--- src/rtl/exe_pkg.sv ---
// Shared types and helpers for the EXE-stage writeback arbiter.
// wb_entry_t is the packed layout {data, rob_idx, rd} held in each skid slot;
// rob_age() measures distance from the ROB head, modulo 2**rob_w.
package exe_pkg;

  localparam int NUM_FU_D = 8;
  localparam int XLEN_D   = 32;
  localparam int ROB_W_D  = 3;
  localparam int RD_W_D   = 7;

  typedef struct packed {
    logic [XLEN_D-1:0]  data;
    logic [ROB_W_D-1:0] rob_idx;
    logic [RD_W_D-1:0]  rd;
  } wb_entry_t;

  // Age of a ROB index relative to the head; larger means younger.
  function automatic int unsigned rob_age(input int unsigned idx,
                                          input int unsigned head,
                                          input int unsigned rob_w);
    int unsigned mask;
    mask = (32'd1 << rob_w) - 32'd1;
    return (idx - head) & mask;
  endfunction

endpackage

--- src/rtl/wb_skid_slot.sv ---
// One-entry skid slot for a functional-unit result channel.
// Holds an entry that lost arbitration; the channel is ready only while empty.
// Clear (granted) and kill (flushed) both empty the slot and win over capture.
module wb_skid_slot
  import exe_pkg::*;
#(
  parameter int W = $bits(wb_entry_t)
) (
  input  logic         clk,
  input  logic         rst,
  input  logic         capture,
  input  logic         clear,
  input  logic         kill,
  input  logic [W-1:0] entry_in,
  output logic [W-1:0] entry,
  output logic         valid,
  output logic         ready
);

  // Slot occupancy and payload.
  always_ff @(posedge clk or posedge rst) begin
    if (rst) begin
      valid <= 1'b0;
      entry <= '0;
    end else if (clear || kill) begin
      valid <= 1'b0;
    end else if (capture) begin
      valid <= 1'b1;
      entry <= entry_in;
    end
  end

  assign ready = !valid;

endmodule

--- src/rtl/exe_wb_arbiter.sv ---
// EXE-stage result collection and writeback arbiter.
// Each FU channel offers either its buffered slot entry or its live input;
// up to NUM_WB candidates are granted per cycle onto the forwarding ports,
// which are registered one cycle later onto the wb ports. Candidates younger
// than a mispredicting instruction are dropped in the flush cycle.
// Optional feature: define WB_RR_ARB_EN for round-robin grant order;
// otherwise channel 0 has fixed highest priority.
// Handshake: a channel may assert fu_valid only while fu_ready is high; a
// presented result is always consumed that cycle (granted, captured or killed).
module exe_wb_arbiter
  import exe_pkg::*;
#(
  parameter int NUM_FU = NUM_FU_D,
  parameter int NUM_WB = 1,
  parameter int XLEN   = XLEN_D,
  parameter int ROB_W  = ROB_W_D,
  parameter int RD_W   = RD_W_D
) (
  input  logic                    clk,
  input  logic                    rst,
  input  logic [NUM_FU-1:0]       fu_valid,
  input  logic [NUM_FU*XLEN-1:0]  fu_data,
  input  logic [NUM_FU*ROB_W-1:0] fu_rob_idx,
  input  logic [NUM_FU*RD_W-1:0]  fu_rd,
  output logic [NUM_FU-1:0]       fu_ready,
  input  logic                    flush,
  input  logic [ROB_W-1:0]        flush_rob_idx,
  input  logic [ROB_W-1:0]        rob_head,
  output logic [NUM_WB-1:0]       fwd_valid,
  output logic [NUM_WB*XLEN-1:0]  fwd_data,
  output logic [NUM_WB*ROB_W-1:0] fwd_rob_idx,
  output logic [NUM_WB*RD_W-1:0]  fwd_rd,
  output logic [NUM_WB-1:0]       wb_valid,
  output logic [NUM_WB*XLEN-1:0]  wb_data,
  output logic [NUM_WB*ROB_W-1:0] wb_rob_idx,
  output logic [NUM_WB*RD_W-1:0]  wb_rd
);

  localparam int EW    = XLEN + ROB_W + RD_W;
  localparam int IDX_W = (NUM_FU > 1) ? $clog2(NUM_FU) : 1;

  logic [EW-1:0]     in_entry   [NUM_FU];
  logic [EW-1:0]     slot_entry [NUM_FU];
  logic [EW-1:0]     cand_entry [NUM_FU];
  logic [NUM_FU-1:0] slot_valid;
  logic [NUM_FU-1:0] cand_valid;
  logic [NUM_FU-1:0] cand_kill;
  logic [NUM_FU-1:0] eligible;
  logic [NUM_FU-1:0] grant;
  logic [NUM_FU-1:0] capture;
  logic [NUM_FU-1:0] slot_clear;
  logic [NUM_FU-1:0] slot_kill;
  logic [NUM_WB-1:0] port_valid;
  logic [IDX_W-1:0]  port_sel [NUM_WB];
  logic [IDX_W-1:0]  start_idx;
  int unsigned       flush_age;

  // The flushing instruction itself survives; only strictly younger ones die.
  assign flush_age = rob_age(32'(flush_rob_idx), 32'(rob_head), ROB_W);

  for (genvar i = 0; i < NUM_FU; i++) begin : g_ch
    assign in_entry[i]   = {fu_data[i*XLEN +: XLEN], fu_rob_idx[i*ROB_W +: ROB_W],
                            fu_rd[i*RD_W +: RD_W]};
    assign cand_valid[i] = slot_valid[i] | fu_valid[i];
    assign cand_entry[i] = slot_valid[i] ? slot_entry[i] : in_entry[i];
    assign cand_kill[i]  = flush &&
                           (rob_age(32'(cand_entry[i][RD_W +: ROB_W]), 32'(rob_head), ROB_W)
                            > flush_age);
    assign eligible[i]   = cand_valid[i] & ~cand_kill[i];
    assign capture[i]    = fu_valid[i] & ~slot_valid[i] & ~grant[i] & ~cand_kill[i];
    assign slot_clear[i] = slot_valid[i] & grant[i];
    assign slot_kill[i]  = slot_valid[i] & cand_kill[i];

    wb_skid_slot #(.W(EW)) u_slot (
      .clk      (clk),
      .rst      (rst),
      .capture  (capture[i]),
      .clear    (slot_clear[i]),
      .kill     (slot_kill[i]),
      .entry_in (in_entry[i]),
      .entry    (slot_entry[i]),
      .valid    (slot_valid[i]),
      .ready    (fu_ready[i])
    );
  end

  // Grant scan: channels at or above start_idx first, then the wrapped ones;
  // port k receives the k-th grant.
  always_comb begin
    int cnt;
    cnt        = 0;
    grant      = '0;
    port_valid = '0;
    for (int k = 0; k < NUM_WB; k++) port_sel[k] = '0;
    for (int p = 0; p < 2; p++) begin
      for (int i = 0; i < NUM_FU; i++) begin
        if (eligible[i] && ((p == 0) == (i >= int'(start_idx))) && (cnt < NUM_WB)) begin
          grant[i] = 1'b1;
          for (int k = 0; k < NUM_WB; k++) begin
            if (cnt == k) begin
              port_valid[k] = 1'b1;
              port_sel[k]   = IDX_W'(i);
            end
          end
          cnt = cnt + 1;
        end
      end
    end
  end

`ifdef WB_RR_ARB_EN
  logic [IDX_W-1:0] rr_ptr;
  logic [IDX_W-1:0] rr_next;

  // The pointer steps just past the last channel granted this cycle.
  always_comb begin
    rr_next = rr_ptr;
    for (int k = 0; k < NUM_WB; k++) begin
      if (port_valid[k]) begin
        rr_next = (port_sel[k] == IDX_W'(NUM_FU - 1)) ? '0 : port_sel[k] + 1'b1;
      end
    end
  end

  // Round-robin pointer register.
  always_ff @(posedge clk or posedge rst) begin
    if (rst) rr_ptr <= '0;
    else     rr_ptr <= rr_next;
  end

  assign start_idx = rr_ptr;
`else
  assign start_idx = '0;
`endif

  // Forwarding mux; ungranted ports present all zeros.
  always_comb begin
    logic [EW-1:0] sel_e;
    sel_e       = '0;
    fwd_valid   = port_valid;
    fwd_data    = '0;
    fwd_rob_idx = '0;
    fwd_rd      = '0;
    for (int k = 0; k < NUM_WB; k++) begin
      if (port_valid[k]) begin
        sel_e                         = cand_entry[port_sel[k]];
        fwd_data[k*XLEN +: XLEN]      = sel_e[EW-1 -: XLEN];
        fwd_rob_idx[k*ROB_W +: ROB_W] = sel_e[RD_W +: ROB_W];
        fwd_rd[k*RD_W +: RD_W]        = sel_e[RD_W-1:0];
      end
    end
  end

  // Writeback register: forwarding ports delayed by one cycle.
  always_ff @(posedge clk or posedge rst) begin
    if (rst) begin
      wb_valid   <= '0;
      wb_data    <= '0;
      wb_rob_idx <= '0;
      wb_rd      <= '0;
    end else begin
      wb_valid   <= fwd_valid;
      wb_data    <= fwd_data;
      wb_rob_idx <= fwd_rob_idx;
      wb_rd      <= fwd_rd;
    end
  end

endmodule

--- config.mk ---
export PLATFORM = sky130hd
export DESIGN_NAME = exe_wb_arbiter
export DESIGN_NICKNAME = d
export VERILOG_FILES = /design/src/rtl/exe_pkg.sv /design/src/rtl/wb_skid_slot.sv /design/src/rtl/exe_wb_arbiter.sv
export SDC_FILE = /design/constraint.sdc
export NUM_CORES = 1
export LEC_CHECK = 0
export BUFFER_PORTS_ARGS = -buffer_cell sky130_fd_sc_hd__buf_2
export CORE_MARGIN = 2
export CORE_UTILIZATION = 56
export CTS_CLUSTER_DIAMETER = 150
export DETAILED_ROUTE_END_ITERATION = 10
export PLACE_DENSITY_LB_ADDON = 0.1
export SLEW_MARGIN = 20
export SYNTH_ARGS = -nofsm -noshare
export SYNTH_HDL_FRONTEND = slang
export SYNTH_HIERARCHICAL = 1
export SYNTH_SLANG_ARGS = --single-unit
--- constraint.sdc ---
create_clock -name clk -period 7.5 [get_ports clk]
set_input_delay 0.375 -clock clk [delete_from_list [all_inputs] [get_ports clk]]
set_output_delay 0.375 -clock clk [all_outputs]
set_load 0.02 [all_outputs]
==> flow_summary.json <==
{
  "critical_path.top_delay_family": "compound AO/OA/AOI/OAI gates",
  "first_pass_iters": 5,
  "synth.distinct_cells": 68,
  "crit_fanout": 46,
  "grt_usage": 0.387,
  "cpMostUsedCell": "ha_1",
  "place_ws_ns": 0.255,
  "wl_microns": 82400,
  "grt_pass1_vias": 18200,
  "hold_class": "in2reg",
  "hpwl_microns": 58900,
  "setup_viol": 0,
  "vias": 18200,
  "postSynthCellCount": 1844,
  "row_count": 73,
  "numCtsBuffers": 43,
  "cp-start-kind": "register",
  "slew-limit-headroom": -0.634,
  "gp_congestion": 0.954,
  "chipHeight_microns": 205,
  "cts_tree": "yes",
  "overflow": 0,
  "leakage_nw": 12.1,
  "wire_per_inst_microns": 29.2,
  "core_area_sq_um": 39800,
  "slowest_delay_ns": 0.57,
  "nNetsFinal": 2641,
  "violations": "max-slew violations",
  "power.density_nw_per_um2": 556,
  "drtAntennaViolNets": 0,
  "cp_data_arrival_time_ns": 6.83,
  "cts.path.max_buffers": 3,
  "worstPathRequired_ns": 7.12,
  "tightest_slew_ns": 2.45,
  "min_period_over_period": 0.960,
  "synth-seq-cells": 387,
  "drive_gt1_frac": 0.502,
  "ys_async_sr_fraction": 1.00,
  "fin_crit_ns": 7.20,
  "synth_edf_count": 0,
  "port_buffers": 446,
  "hold_viol": 0,
  "initial_utilization": 0.569,
  "die_x_microns": 205,
  "fillers": 3060,
  "vdd_drop_max_v": 0.000523,
  "synth_warnings": 6,
  "instances_no_fill": 2822,
  "cpMaxStageDelayCell": "buf_4",
  "htree_levels": 2,
  "syn_to_final_growth_pct": 19.6,
  "ys.flop_type": "dfrtp_1",
  "crit_buf_inv": 6,
  "path_clk_slew_ns": 0.06,
  "worstSetupPathType": "reg2out",
  "status": "complete, but fails checks",
  "drv_slew": 43,
  "yosysSeqAreaShare": 0.427,
  "clkSinkCount": 387,
  "boundaryPins": 447,
  "drc": 0,
  "grt_pass1_wl_microns": 118000,
  "grt_start_max_net_pins": 104,
  "cap_violations": 0,
  "root_buffer": "clkbuf_16",
  "fmax_mhz": 139,
  "synth.avg_cell_area_sq_um": 12.3,
  "syn_area_sq_um": 22700,
  "clk_latency_ns": 0.59,
  "viasPerCell": 6.44,
  "drt_iter0_drc": 1492,
  "post-place-cells": 2706,
  "worst_slack_ns": 0.300,
  "cp-end-kind": "output port",
  "final_util": 0.680,
  "die-area_sq_um": 42100,
  "fin_skew_ns": 0.0282,
  "antenna_found_initial": 29
}
==> metal layers <==
metal  vias up  track usage  routed length [microns]
met5         -            0                       80
met4        12        0.228                     5250
met3       188       0.0907                     6870
met2       822        0.604                    37800
met1      9279        0.491                    32400
li1       7874            -                        -
==> layout make-up <==
type,instances,area (sq um),area share
Clock inverter,15,169,0.00623
Inverter,41,158,0.00582
Clock buffer,63,1300,0.0481
Antenna cell,22,55.1,0.00203
Sequential cell,387,9690,0.358
Tap cell,525,657,0.0242
Multi-Input combinational cell,1261,12200,0.451
Timing Repair Buffer,508,2840,0.105
==> power breakdown <==
| group | leakage (nW) | switching (mW) | internal, mW |
|---|---|---|---|
| Clock | 0.736 | 0.907 | 1.31 |
| Combinational | 6.78 | 5.37 | 3.71 |
| Sequential | 4.56 | 0.535 | 3.22 |
| Total | 12.1 | 6.81 | 8.24 |
==> Yosys cell counts (2+ instances only) <==
cell type | instances | area [sq um]
a211oi_1 | 5 | 37.5
a211oi_2 | 3 | 37.5
a21oi_1 | 3 | 15.0
a32o_1 | 2 | 20.0
and2_1 | 8 | 50.1
and3_1 | 7 | 43.8
and3b_1 | 3 | 26.3
buf_1 | 9 | 33.8
buf_2 | 34 | 170
buf_4 | 2 | 15.0
buf_6 | 32 | 360
clkbuf_1 | 80 | 300
conb_1 | 2 | 7.51
dfrtp_1 | 387 | 9680
fa_1 | 9 | 180
ha_1 | 37 | 463
inv_1 | 41 | 154
mux2_1 | 25 | 282
mux2_2 | 479 | 5390
mux2i_1 | 179 | 1790
nand2_1 | 6 | 22.5
nand3_1 | 105 | 526
nand4_1 | 41 | 257
nor2_1 | 20 | 75.1
nor2b_1 | 4 | 25.0
nor3_1 | 12 | 60.1
nor3_2 | 2 | 20.0
nor3b_4 | 8 | 150
nor4_1 | 2 | 12.5
nor4b_1 | 7 | 61.3
o2111ai_1 | 156 | 1370
o211ai_1 | 4 | 30.0
o21a_1 | 3 | 22.5
o21ai_0 | 64 | 320
o21ai_1 | 6 | 30.0
o221ai_1 | 3 | 26.3
o22ai_1 | 2 | 12.5
o31ai_2 | 2 | 25.0
o31ai_4 | 2 | 42.5
xnor2_1 | 20 | 175
==> metrics by stage <==
stage	setup TNS (ns)	hold WS (ns)	total power [mW]	instance area, sq um
floorplan	0	0.452	9.76	22700
global placement	0	0.378	12.2	25200
detailed placement	0	0.380	12.4	25200
CTS	0	0.000728	14.7	26700
global route	-0.0255	0.0174	15.7	27100
finish	0	0.0105	15.1	27100
==> flip-flops by register name (all words and copies together) (netlist names) <==
name / flops
g_ch.u_slot/entry: 336
wb_data: 32
g_ch.u_slot/valid: 8
wb_rd: 7
wb_rob_idx: 3
wb_valid: 1
==> cell families (layout without fill, tap and decap cells) <==
group | count (synthesis) | in the layout | synth area share
buffers and inverters | 198 | 627 | 0.0456
other | 2 | 26 | 0.000331
AO/OA/AOI/OAI | 276 | 276 | 0.0994
multiplexers | 683 | 683 | 0.330
XOR/XNOR | 20 | 20 | 0.00773
AND/OR/NAND/NOR | 232 | 232 | 0.0615
flip-flops | 387 | 387 | 0.427
adder cells (fa/ha/maj) | 46 | 46 | 0.0284
==> path summary, 6_finish.rpt <==
kind / from / endpoint / slack (ns) / cells past startpoint
max in group asynchronous: rst / wb_data[13] / 6.00 / 4
max: g_ch[4].u_slot/valid / fwd_data[1] / 0.30 / 27
min: fu_rd[12] / g_ch[1].u_slot/entry[5] / 0.01 / 2
min in group asynchronous: rst / g_ch[7].u_slot/entry[2] / 0.35 / 3
min reg2reg: g_ch[6].u_slot/entry[5] / g_ch[6].u_slot/entry[5] / 0.48 / 1
max reg2reg: g_ch[4].u_slot/valid / g_ch[7].u_slot/entry[16] / 1.17 / 27
==> cells in the final DEF (no fill, tap or decap), types with 13 or more instances in the layout <==
master,count
inv_1,32
o2111ai_2,22
mux2_1,25
mux2i_1,175
nor2_1,18
nand4_1,41
nand3_1,105
xnor2_1,19
buf_4,49
mux2_2,478
clkbuf_8,13
diode_2,22
o2111ai_1,134
ha_1,37
clkbuf_16,45
o21ai_0,63
dfrtp_1,379
buf_2,446
==> what timing repair did <==
action                     CTS  global route
gates cloned                 0             1
pin swaps                    1             7
resized for setup            5            40
setup endpoints to repair   19            42
hold buffers                 1             0
hold endpoints to repair     5             0
setup buffers                1            13
(Power assumes the default switching activity.)
